## config.mk

```make
export PLATFORM = sky130hd
export DESIGN_NAME = mem_port_arbiter
export DESIGN_NICKNAME = d
export VERILOG_FILES = /design/src/rtl/mem_port_arbiter.sv
export SDC_FILE = /design/constraint.sdc
export NUM_CORES = 1
export LEC_CHECK = 0
export ABC_AREA = 0
export ABC_CLOCK_PERIOD_IN_PS = 2100
export CORE_AREA = 3 3 169 171
export CTS_CLUSTER_DIAMETER = 80
export DETAILED_ROUTE_END_ITERATION = 12
export DIE_AREA = 0 0 172 174
export DONT_BUFFER_PORTS = 1
export PLACE_DENSITY = 0.52
export SYNTH_ARGS = -nofsm -noshare
export SYNTH_HDL_FRONTEND = slang
export SYNTH_SLANG_ARGS = --single-unit
```

## constraint.sdc

```tcl
create_clock -name clk -period 2.1 [get_ports clk]
set_input_delay 0.525 -clock clk [delete_from_list [all_inputs] [get_ports clk]]
set_output_delay 0.525 -clock clk [all_outputs]
set_load 0.1 [all_outputs]
```

## src/rtl/mem_port_arbiter.sv

```systemverilog
// Round-robin arbiter/sequencer putting two cache controllers onto one memory port.
// Optional BUSY watchdog enabled by defining MEM_PORT_ARB_TIMEOUT_EN.
module mem_port_arbiter #(
  parameter int ADDR_W  = 32,
  parameter int DATA_W  = 64,
  parameter int TIMEOUT = 255
) (
  input  logic              clk,
  input  logic              rst,
  input  logic              c0_rd_en,
  input  logic              c0_wr_en,
  input  logic [ADDR_W-1:0] c0_addr,
  input  logic [DATA_W-1:0] c0_wr_data,
  input  logic              c1_rd_en,
  input  logic              c1_wr_en,
  input  logic [ADDR_W-1:0] c1_addr,
  input  logic [DATA_W-1:0] c1_wr_data,
  output logic              c0_gnt,
  output logic              c1_gnt,
  output logic              c0_done,
  output logic              c1_done,
  output logic              c0_err,
  output logic              c1_err,
  output logic [DATA_W-1:0] rd_data,
  output logic              mem_rd_en,
  output logic              mem_wd_en,
  output logic [ADDR_W-1:0] mem_addr,
  output logic [DATA_W-1:0] mem_wd_data,
  input  logic [DATA_W-1:0] mem_data,
  input  logic              mem_data_valid,
  input  logic              mem_wd_valid,
  output logic              busy
);

  typedef enum logic [1:0] {IDLE, BUSY, RESP} state_t;

  state_t            state;
  logic              last;
  logic              owner;
  logic              lat_wr;
  logic [ADDR_W-1:0] lat_addr;
  logic [DATA_W-1:0] lat_data;

  logic p0, p1, win, win_wr, hit, expire, finish;

  assign p0     = c0_rd_en | c0_wr_en;
  assign p1     = c1_rd_en | c1_wr_en;
  // c1 wins when alone, or on a tie when c0 was the last winner
  assign win    = p1 & (~p0 | ~last);
  assign win_wr = win ? c1_wr_en : c0_wr_en;
  assign hit    = lat_wr ? mem_wd_valid : mem_data_valid;
  assign finish = hit | expire;

  assign mem_addr    = lat_addr;
  assign mem_wd_data = lat_data;
  assign busy        = (state != IDLE);

`ifdef MEM_PORT_ARB_TIMEOUT_EN
  logic [15:0] cnt;
  assign expire = (cnt == 16'(TIMEOUT - 1));
`else
  assign expire = 1'b0;
  assign c0_err = 1'b0;
  assign c1_err = 1'b0;
`endif

  always_ff @(posedge clk or negedge rst) begin
    if (!rst) begin
      state     <= IDLE;
      last      <= 1'b1;
      owner     <= 1'b0;
      lat_wr    <= 1'b0;
      lat_addr  <= '0;
      lat_data  <= '0;
      c0_gnt    <= 1'b0;
      c1_gnt    <= 1'b0;
      c0_done   <= 1'b0;
      c1_done   <= 1'b0;
      rd_data   <= '0;
      mem_rd_en <= 1'b0;
      mem_wd_en <= 1'b0;
`ifdef MEM_PORT_ARB_TIMEOUT_EN
      cnt       <= '0;
      c0_err    <= 1'b0;
      c1_err    <= 1'b0;
`endif
    end else begin
      case (state)
        IDLE: begin
          if (p0 | p1) begin
            owner     <= win;
            lat_wr    <= win_wr;
            lat_addr  <= win ? c1_addr : c0_addr;
            lat_data  <= win ? c1_wr_data : c0_wr_data;
            c0_gnt    <= ~win;
            c1_gnt    <= win;
            mem_rd_en <= ~win_wr;
            mem_wd_en <= win_wr;
            state     <= BUSY;
`ifdef MEM_PORT_ARB_TIMEOUT_EN
            cnt       <= '0;
`endif
          end
        end
        BUSY: begin
          if (finish) begin
            mem_rd_en <= 1'b0;
            mem_wd_en <= 1'b0;
            c0_done   <= ~owner;
            c1_done   <= owner;
            last      <= owner;
            state     <= RESP;
            // a valid coinciding with the limit completes normally
            if (!hit)
              rd_data <= '0;
            else if (!lat_wr)
              rd_data <= mem_data;
`ifdef MEM_PORT_ARB_TIMEOUT_EN
            c0_err    <= ~hit & ~owner;
            c1_err    <= ~hit & owner;
`endif
          end
`ifdef MEM_PORT_ARB_TIMEOUT_EN
          else begin
            cnt <= cnt + 16'd1;
          end
`endif
        end
        RESP: begin
          c0_done <= 1'b0;
          c1_done <= 1'b0;
          c0_gnt  <= 1'b0;
          c1_gnt  <= 1'b0;
          state   <= IDLE;
`ifdef MEM_PORT_ARB_TIMEOUT_EN
          c0_err  <= 1'b0;
          c1_err  <= 1'b0;
`endif
        end
        default: state <= IDLE;
      endcase
    end
  end

endmodule

```

; Yosys cells after proc, flatten, opt, wreduce, memory -nomap -nowiden
; Index checks and enable logic that the tools add are counted.
; W data, S select, Z words.
[totals]
register_bits = 171
in_bits = 264
out_inout_bits = 169
[classes]
eq_ne = 4
mux = 20
n_bitwise = 11
reduce_logical = 12
[op_table]
columns = cell, count
row1 = $mux W64, 1
row2 = $mux W32, 1
row3 = $pmux W1 S2, 6
row4 = $reduce_and A2 Y1, 5
row5 = $mux W1, 9
row6 = $reduce_bool A2 Y1, 4
row7 = $not A1 Y1, 6
row8 = $reduce_and A3 Y1, 2
row9 = $mux W2, 2
row10 = $ne A2 B2 Y1 const B, 2
row11 = $or A1 B1 Y1, 4
row12 = $pmux W2 S2, 1
row13 = $eq A2 B1 Y1 const B, 1
row14 = $eq A2 B2 Y1 const B, 1
row15 = $logic_not A2 Y1, 1
row16 = $and A1 B1 Y1, 1

; Depth between registers and ports, before layout
[logic_depth]
ltp_word = 8
ltp_mapped = 6
depth_no_buf = 3

; Worst setup path before layout
; Ideal clock, no wire load.
[synth_path]
path_type = flip-flop to output port
start = register state[1]
end = output port busy
t_arrival_ns = 1.228
setup_slack_ns = 0.347
path_stages_with_launch = 5
path_cell_list = dfrtp_1 -> or2_0 -> buf_2 -> buf_6 -> buf_2
[synth_via]
elab_chain_cells = 1
[synth_lines]
columns = element, line
row1 = from (decl), 37  ; state_t state;
row2 = from (signal assigned), 69  ; state <= IDLE;
row3 = from (signal assigned), 99  ; state <= BUSY;
row4 = from (signal assigned), 112  ; state <= RESP;
row5 = $reduce_bool A2 Y1, 56  ; assign busy = (state != IDLE);
row6 = to (decl), 32  ; output logic busy
; No other way between the ends.

; Final worst setup path
; Ends and elaborated chain as after synthesis.

==> metrics.txt <==
outcome=finished with violations; failing checks=hold timing; remaining antenna violation count=0; critical path fanouts, max=102; critical path type=register to primary output; DP Wirelength=18.6 mm; mux contribution to synthesized area=a little under a tenth; Final Worst Setup Slack=0.110 ns; Setup WS pre-CTS=0.166 ns; CP Launch Type=register; RSZ-0062 raised after global routing=false; pin slew with the least headroom to its limit=0.970 ns; worst-skew pair later-pin latency=0.42 ns; relative slew slack=35.3%; Ports=433; Tot GR Track Use=16.7%; Initial Util=29.7%; Die Width=between 150 and 200 µm; Die Y=between 150 and 200 µm; Area Growth Syn to Fin=19.6%; Fmax=503 MHz; EDFF count, synth=0; final RePlAce weighted congestion=0.794; Synth Area in XOR/XNOR=0%; Synth Warn #=0; min Tclk post-route=1.99 ns; Antenna Cells=0; Rows=60; DRC viols=0; average vias per placed instance=approximately 6; Critical Path RT=~1.6 ns; WL final=26.7 mm; area share of the largest cell type after synthesis=a little over half; PortBufs=0; htree depth=4; Post-synth top cells=dfrtp_1 (170), o21ai_0 (98), a2bb2oi_1 (88), a311oi_1 (86), mux2_2 (65); post-CTS sizing=0; first-pass GRT wire length=38.9 mm; CTS tree=yes; footprint of the multi-input gates=roughly 3300 µm²; Synth Cell Area=8020 µm²; CORE AREA=27000 µm²; clock transition at the registers of the reported paths=about 0.08 ns; Synth Area in Adders=0%; max cap viols=0; Syn Inst Count=641; initial antenna violation count=1; most numerous cell in the Yosys netlist=dfrtp_1; period utilization=94.7%; area of the die=29900 µm²; simple-gate share of the synthesized area=1.23%; filler cell count=2663; Async SR Flop Fraction=between 90% and 100%; Final Hold Vio Count=170; vias=6127; setup bufs post-CTS=0; largest area contributor in the netlist=dfrtp_1; Synth cell types=38; top cells by area, synth=dfrtp_1 (53%), a2bb2oi_1 (9.6%), a311oi_1 (9.4%), mux2_2 (9.1%), o21ai_0 (6.1%); # clock sinks=171; Synth Area per Inst=12.5 µm²; Final Instance Count excl. Fillers=1049; WL/cell=25.5 µm; vias in the first global route=6260; violation count after the first detailed-routing iteration=405; Root Buffer=clkbuf_16; clock skew=0.0177 ns; TritonRoute pass-1 iters=5; register area share after synthesis=53.4%; ys flop type=dfrtp_1; Worst Hold Class=input pin to async pin; CP arrival=1.46 ns; Clock Tree Buf Depth=2; Sequential Area=about 4300 µm²; Final TNS setup=0 ns; total gr overflow=0; Synth Register Bits=171; largest family of logic cells by synthesized area=compound AO/OA/AOI/OAI gates; share of cells above drive strength 1=34.5%; Layout Nets=roughly 960; post-placement cell count=about 1000; largest net degree at the start of global routing=approximately 170; CP Capture Type=primary output; CTS Buf Count=17; Hold WS=-0.211 ns; setup violators final=0; Final Slew Violations=0; Synth Area in Compound Gates=29.7%
[sequential cells by signal, summed over array words and instances, names as in the netlist]
register	cells
lat_wr	1
mem_wd_data	64
mem_wd_en	1
state	2
owner	1
rd_data	64
last	1
c0_done	1
mem_rd_en	1
c0_gnt	1
mem_addr	32
c1_gnt	1
c1_done	1
[critical path, cell delays in order (launching register included)]
cell     delay, ns
dfrtp_1       0.37
or2_4         0.16
buf_12        0.43
[stage by stage]
stage,utilization [%],instance area [µm²]
after floorplan,-,8020
after global placement,33.2,8980
after detailed placement,33.2,8980
after CTS,35.5,9580
after global routing,35.5,9580
final,35.5,9580
[cells by family (layout without fill, tap and decap cells)]
family,count (synthesis),count (layout)
compound gates,302,302
buf+inv,85,151
flops,171,171
mux,68,68
other cells,1,2
simple gates,14,14
[layout make-up]
class / instances / area share, %
Multi-Input combinational cell: 386 / 34.2
Inverter: 2 / 0.0783
Clock inverter: 15 / 1.84
Sequential cell: 171 / 44.7
Clock buffer: 17 / 4.44
Tap cell: 341 / 4.45
Timing Repair Buffer: 117 / 10.3
[path summary, 6_finish.rpt]
kind	start	end	cells after the start	slack (ns)
worst max register to register	state[1]	mem_wd_data[21]	4	0.18
max in group asynchronous	rst	mem_addr[10]	0	1.90
worst min-delay path	rst	mem_addr[21]	0	-0.21
worst max-delay path	state[1]	busy	2	0.11
min in group clk	c0_wr_data[34]	mem_wd_data[34]	2	0.24
worst min register to register	owner	c0_done	1	0.48
[cell usage in the layout (no fill, tap or decap), types with 8 or more instances in the layout]
cell	count
clkbuf_16	17
a311oi_1	86
a2bb2oi_2	8
buf_4	108
mux2_2	65
dfrtp_1	170
buf_12	9
a2bb2oi_1	88
a311oi_2	10
o21ai_0	98
[metal layers]
metal  part of all wire, %  wire length [µm]  track usage (%)
met2                    51             13800             29.1
met5                 0.049                13                0
met1                    38             10100             19.5
met3                   8.3              2220             5.28
met4                   2.5               656             5.59
Power is not shown: default switching activity piles up to over one toggle a cycle in this logic, so the estimate is an artifact.
